### src/rtl/mem_port_arbiter.sv
// Shares one downstream memory port between instruction fetch (0) and load/store (1).
// Round-robin grant into a single request register; an in-order owner FIFO routes responses back.
module mem_port_arbiter #(
    parameter int ALEN    = 32,
    parameter int XLEN    = 32,
    parameter int MAX_OUT = 4
) (
    input  logic                  clk,
    input  logic                  rst_n,
    input  logic [1:0]            m_req_valid_i,
    output logic [1:0]            m_req_ready_o,
    input  logic [2*ALEN-1:0]     m_req_adr_i,
    input  logic [1:0]            m_req_write_i,
    input  logic [2*XLEN-1:0]     m_req_wdata_i,
    input  logic [2*XLEN/8-1:0]   m_req_wstrb_i,
    output logic [1:0]            m_rsp_valid_o,
    output logic [XLEN-1:0]       m_rsp_rdata_o,
    output logic                  m_rsp_err_o,
    output logic                  s_req_valid_o,
    input  logic                  s_req_ready_i,
    output logic [ALEN-1:0]       s_req_adr_o,
    output logic                  s_req_write_o,
    output logic [XLEN-1:0]       s_req_wdata_o,
    output logic [XLEN/8-1:0]     s_req_wstrb_o,
    input  logic                  s_rsp_valid_i,
    input  logic [XLEN-1:0]       s_rsp_rdata_i,
    input  logic                  s_rsp_err_i
);

    localparam int SW    = XLEN / 8;
    localparam int PTR_W = (MAX_OUT > 1) ? $clog2(MAX_OUT) : 1;
    localparam int CNT_W = PTR_W + 1;
    localparam logic [CNT_W-1:0] CNT_MAX = CNT_W'(MAX_OUT);

    logic               s_valid_q, s_valid_d;
    logic [ALEN-1:0]    adr_q, adr_d;
    logic               write_q, write_d;
    logic [XLEN-1:0]    wdata_q, wdata_d;
    logic [SW-1:0]      wstrb_q, wstrb_d;
    logic               rr_q, rr_d;
    logic [MAX_OUT-1:0] order_q, order_d;
    logic [PTR_W-1:0]   wr_ptr_q, wr_ptr_d;
    logic [PTR_W-1:0]   rd_ptr_q, rd_ptr_d;
    logic [CNT_W-1:0]   cnt_q, cnt_d;

    logic               accept_s;
    logic               win_s;
    logic               push_s;
    logic               pop_s;
    logic               head_s;

    // Arbitration and response steering; a pop never frees room for a same-cycle grant.
    always_comb begin
        accept_s = rst_n && (!s_valid_q || s_req_ready_i) && (cnt_q < CNT_MAX);
        if (m_req_valid_i == 2'b11) begin
            win_s = rr_q;
        end else if (m_req_valid_i[1]) begin
            win_s = 1'b1;
        end else begin
            win_s = 1'b0;
        end
        push_s = accept_s && (m_req_valid_i != 2'b00);
        if (push_s) begin
            m_req_ready_o = win_s ? 2'b10 : 2'b01;
        end else begin
            m_req_ready_o = 2'b00;
        end
        pop_s  = s_rsp_valid_i && (cnt_q != {CNT_W{1'b0}});
        head_s = order_q[rd_ptr_q];
        if (pop_s) begin
            m_rsp_valid_o = head_s ? 2'b10 : 2'b01;
        end else begin
            m_rsp_valid_o = 2'b00;
        end
    end

    assign m_rsp_rdata_o = s_rsp_rdata_i;
    assign m_rsp_err_o   = s_rsp_err_i;
    assign s_req_valid_o = s_valid_q;
    assign s_req_adr_o   = adr_q;
    assign s_req_write_o = write_q;
    assign s_req_wdata_o = wdata_q;
    assign s_req_wstrb_o = wstrb_q;

    // Next state of the request register, round-robin pointer and owner FIFO.
    always_comb begin
        s_valid_d = s_valid_q;
        adr_d     = adr_q;
        write_d   = write_q;
        wdata_d   = wdata_q;
        wstrb_d   = wstrb_q;
        rr_d      = rr_q;
        order_d   = order_q;
        wr_ptr_d  = wr_ptr_q;
        rd_ptr_d  = rd_ptr_q;
        if (push_s) begin
            s_valid_d = 1'b1;
            adr_d     = win_s ? m_req_adr_i[2*ALEN-1:ALEN]   : m_req_adr_i[ALEN-1:0];
            write_d   = win_s ? m_req_write_i[1]             : m_req_write_i[0];
            wdata_d   = win_s ? m_req_wdata_i[2*XLEN-1:XLEN] : m_req_wdata_i[XLEN-1:0];
            wstrb_d   = win_s ? m_req_wstrb_i[2*SW-1:SW]     : m_req_wstrb_i[SW-1:0];
            rr_d      = ~win_s;
            order_d[wr_ptr_q] = win_s;
            wr_ptr_d  = wr_ptr_q + {{(PTR_W-1){1'b0}}, 1'b1};
        end else if (s_valid_q && s_req_ready_i) begin
            s_valid_d = 1'b0;
        end else begin
            s_valid_d = s_valid_q;
        end
        if (pop_s) begin
            rd_ptr_d = rd_ptr_q + {{(PTR_W-1){1'b0}}, 1'b1};
        end else begin
            rd_ptr_d = rd_ptr_q;
        end
        case ({push_s, pop_s})
            2'b10:   cnt_d = cnt_q + {{(CNT_W-1){1'b0}}, 1'b1};
            2'b01:   cnt_d = cnt_q - {{(CNT_W-1){1'b0}}, 1'b1};
            default: cnt_d = cnt_q;
        endcase
    end

    // State registers; reset drops all in-flight tracking and prefers load/store.
    always_ff @(posedge clk or negedge rst_n) begin
        if (!rst_n) begin
            s_valid_q <= 1'b0;
            adr_q     <= {ALEN{1'b0}};
            write_q   <= 1'b0;
            wdata_q   <= {XLEN{1'b0}};
            wstrb_q   <= {SW{1'b0}};
            rr_q      <= 1'b1;
            order_q   <= {MAX_OUT{1'b0}};
            wr_ptr_q  <= {PTR_W{1'b0}};
            rd_ptr_q  <= {PTR_W{1'b0}};
            cnt_q     <= {CNT_W{1'b0}};
        end else begin
            s_valid_q <= s_valid_d;
            adr_q     <= adr_d;
            write_q   <= write_d;
            wdata_q   <= wdata_d;
            wstrb_q   <= wstrb_d;
            rr_q      <= rr_d;
            order_q   <= order_d;
            wr_ptr_q  <= wr_ptr_d;
            rd_ptr_q  <= rd_ptr_d;
            cnt_q     <= cnt_d;
        end
    end

endmodule

### config.mk
export PLATFORM = sky130hd
export DESIGN_NAME = mem_port_arbiter
export DESIGN_NICKNAME = d
export VERILOG_FILES = /design/src/rtl/mem_port_arbiter.sv
export SDC_FILE = /design/constraint.sdc
export NUM_CORES = 1
export LEC_CHECK = 0
export ABC_AREA = 1
export CAP_MARGIN = 20
export CORE_MARGIN = 2
export CORE_UTILIZATION = 38
export DETAILED_ROUTE_END_ITERATION = 10
export PLACE_DENSITY = 0.9
export SKIP_LAST_GASP = 1
export SYNTH_ARGS = -nofsm -noshare
export SYNTH_HDL_FRONTEND = slang
export SYNTH_SLANG_ARGS = --single-unit
### constraint.sdc
create_clock -name clk -period 2.3 [get_ports clk]
set_clock_uncertainty 0.2 [all_clocks]
set_input_delay 0.23 -clock clk [delete_from_list [all_inputs] [get_ports clk]]
set_output_delay 0.23 -clock clk [all_outputs]
set_load 0.005 [all_outputs]
==> impl_metrics.yaml, run 1 <==
worst_setup_path:
  cp_top_family: "buffers and inverters"
  cp_cell_sequence: "inv_1 > nor2_1 > nor2_1 > nand2_1 > a21oi_1 > clkdlybuf4s50_1"
  path_common_cell: "nor2_1"
  max_stage_delay_ns: 0.51
  crit_buf_inv: 2
  endpoint_kind: "primary output"
  r2r_setup_slack_ns: 0.34
  arrival_ns: 1.70
  critPathSlowestCell: "clkdlybuf4s50_1"
  critPathMaxFanout: 4
  startpoint_type: "register"
  critPathKind: "register to primary output"
  required_ns: 1.87
grt:
  grt.overflow.total: 0
  grt_first_pass_wirelength_mm: 21.03
  gr-usage-all-layers_pct: 20.19
  grt_max_degree: 70
  antenna_found_initial: 0
  grt_pass1_vias: 4390
final_layout:
  antenna_cells: 0
  final_common_cell: "nand2_1"
  nNetsFinal: 1008
  syn2layout_area_growth_pct: 50.98
  drive_gt1_share_pct: 5.301
  fin_cells: 977
  final_cell_mix: "373 x nand2_1, 212 x clkdlybuf4s50_1, 81 x dfrtp_1"
timing:
  period_share_pct: 92.82
  finalHoldViolations: 0
  relSlewSlack_pct: 52.12
  slew_violations: 0
  tightest_slew_ns: 0.7181
  fmax_mhz: 468.4
  post-route-min-period_ns: 2.135
  setup_tns_ns: 0
  finalSetupViolations: 0
  grt_setup_unrepaired: "false"
placed_design:
  dp_hpwl_mm: 9.814
  port_buffers: 217
  dp.cells: 960
  gp_congestion: 0.7686
detailed_routing:
  via_count: 4604
  dr.pass1.iters: 4
  drt-total-wl_mm: 13.31
  via_per_inst: 4.712
  wl_per_cell_um: 13.62
  drc: 0
  drt_iter0_drc: 209
  drtAntennaViolNets: 0
synth:
  yosys_warnings: 0
  ys.flop_type: "dfrtp_1"
  synth_nets: 833
  syn_avg_cell_area_um2: 7.095
  synth.distinct_cells: 22
  ys_ff_latch: 82
  synthesis.area_um2: 4612
  async_reset_ff_share_pct: 100.0
  synth_edf_count: 0
  ys_seq_area_share_pct: 44.52
  syn_inst: 650
die:
  initial_utilization_pct: 38.72
  chipWidth_um: 114.2
  die_area_um2: 13030
  fp.dieH_um: 114.2
  core_area_um2: 11910
  io_pins: 284
  num_rows: 40
worst_hold_path:
  hp-class: "input pin to primary output"
pwr:
  leakage_uw: 0.003574
  power.density_nw_per_um2: 1024
  peakVddDrop_v: 0.0006052
cts:
  insertion_delay_ns: 0.34
  cts-root-buf: "clkbuf_16"
  clkTransAtPathRegs_ns: 0.07
  h-tree-depth: 3
  tritoncts: "built"
  cts_buffers: 9
  clkSinkCount: 82
  clockBufferDepth: 2
run_status:
  status: "complete, no violations"
flow_run:
  drv_cap: 0
[power by group]
group          total [uW]  switching, uW  leakage, uW  internal (uW)
registers            2480            374      0.00103           2110
logic                3210           1440      0.00240           1760
clock network        1450            597     0.000143            850
[worst register-to-register path, cell delays in order, from the launching register on]
cell      delay (ns)
dfrtp_1         0.34
inv_1           0.04
nor2_1          0.14
inv_1           0.09
nand2_2         0.09
ha_1            0.17
inv_1           0.07
fa_1            0.38
nand2_1         0.08
nand3b_1        0.08
xor2_1          0.15
[through the flow]
step	util (%)	hold WS, ns	worst slack, ns	total power, uW	cell area (um2)
floorplan	-	-0.2656	0.2130	3961	4612
global placement	55.81	0.09490	0.1076	5623	6648
detailed placement	55.81	0.1025	0.07776	5737	6648
CTS	58.41	0.2600	0.001924	7226	6958
global route	58.46	0.2600	0.04288	7690	6963
finish	58.46	0.2600	0.1652	7133	6963
[metal layers]
| layer | routed length, um | vias to the layer above | GRT usage (%) |
|---|---|---|---|
| met4 | 475 | 0 | 9.512 |
| met5 | 0 | - | 0 |
| li1 | - | 2310 | - |
| met2 | 6421 | 187 | 35.20 |
| met1 | 5237 | 2072 | 22.24 |
| met3 | 1174 | 35 | 6.617 |
[logic make-up (layout without fill, tap and decap cells)]
| family | count (synthesis) | after routing | synth area share, % |
|---|---|---|---|
| adder cells (fa/ha/maj) | 6 | 6 | 1.791 |
| XOR/XNOR | 4 | 4 | 0.7598 |
| AND/OR/NAND/NOR | 466 | 466 | 40.50 |
| buffers and inverters | 87 | 267 | 11.88 |
| AO/OA/AOI/OAI | 5 | 5 | 0.5425 |
| flip-flops | 82 | 82 | 44.52 |
[worst paths after layout]
path	startpoint	endpoint	cells past startpoint
setup / recovery	rd_ptr_q[0]	m_rsp_valid_o[1]	6
hold / removal	s_rsp_rdata_i[30]	m_rsp_rdata_o[30]	0
setup reg to reg	s_req_valid_o	cnt_q[2]	10
hold reg to reg	cnt_q[0]	cnt_q[0]	1
max in group asynchronous	rst_n	s_req_adr_o[6]	4
min in group asynchronous	rst_n	rd_ptr_q[1]	3
[sequential cells by signal (all words and copies together), names as in the netlist]
signal	cells
rd_ptr_q	2
cnt_q	3
s_req_valid_o	1
rr_q	1
s_req_adr_o	32
s_req_write_o	1
wr_ptr_q	2
s_req_wdata_o	32
order_q	4
s_req_wstrb_o	4
[synth_stat cells (4+ instances only)]
library cell / number / area share, %
buf_6: 4 / 0.98
nand2_1: 375 / 31
dfrtp_1: 81 / 44
o21ai_0: 4 / 0.43
buf_2: 9 / 0.98
inv_1: 15 / 1.2
ha_1: 5 / 1.4
nor2_1: 7 / 0.57
clkbuf_1: 10 / 0.81
buf_4: 48 / 7.8
nand3_1: 78 / 8.5
[what timing repair did]
| item | CTS | global route |
|---|---|---|
| buffers inserted | 0 | 0 |
| hold endpoints to repair | 29 | 0 |
| setup endpoints to repair | 1 | 2 |
| hold buffers | 1 | 0 |
| pin swaps | 0 | 0 |
| resized for setup | 1 | 2 |
[layout make-up]
| cell class | count | area [um2] |
|---|---|---|
| Fill cell | 1102 | 4949 |
| Timing Repair Buffer | 235 | 2344 |
| Sequential cell | 82 | 2053 |
| Multi-Input combinational cell | 481 | 2021 |
| Clock buffer | 9 | 225.2 |
| Tap cell | 147 | 183.9 |
| Clock inverter | 7 | 76.32 |
| Inverter | 16 | 60.06 |
(Power assumes the default switching activity.)
==> run 2, diff against run 1 <==
--- a/config.mk
+++ b/config.mk
@@ -6,10 +6,11 @@
 export NUM_CORES = 1
 export LEC_CHECK = 0
 export ABC_AREA = 1
-export CAP_MARGIN = 20
+export CAP_MARGIN = 25
 export CORE_MARGIN = 2
 export CORE_UTILIZATION = 38
 export DETAILED_ROUTE_END_ITERATION = 10
+export HOLD_SLACK_MARGIN = 0.06
 export PLACE_DENSITY = 0.9
 export SKIP_LAST_GASP = 1
 export SYNTH_ARGS = -nofsm -noshare
==> results of run 2 <==
The final DEF is identical to that of run 1; final timing and power are the same.
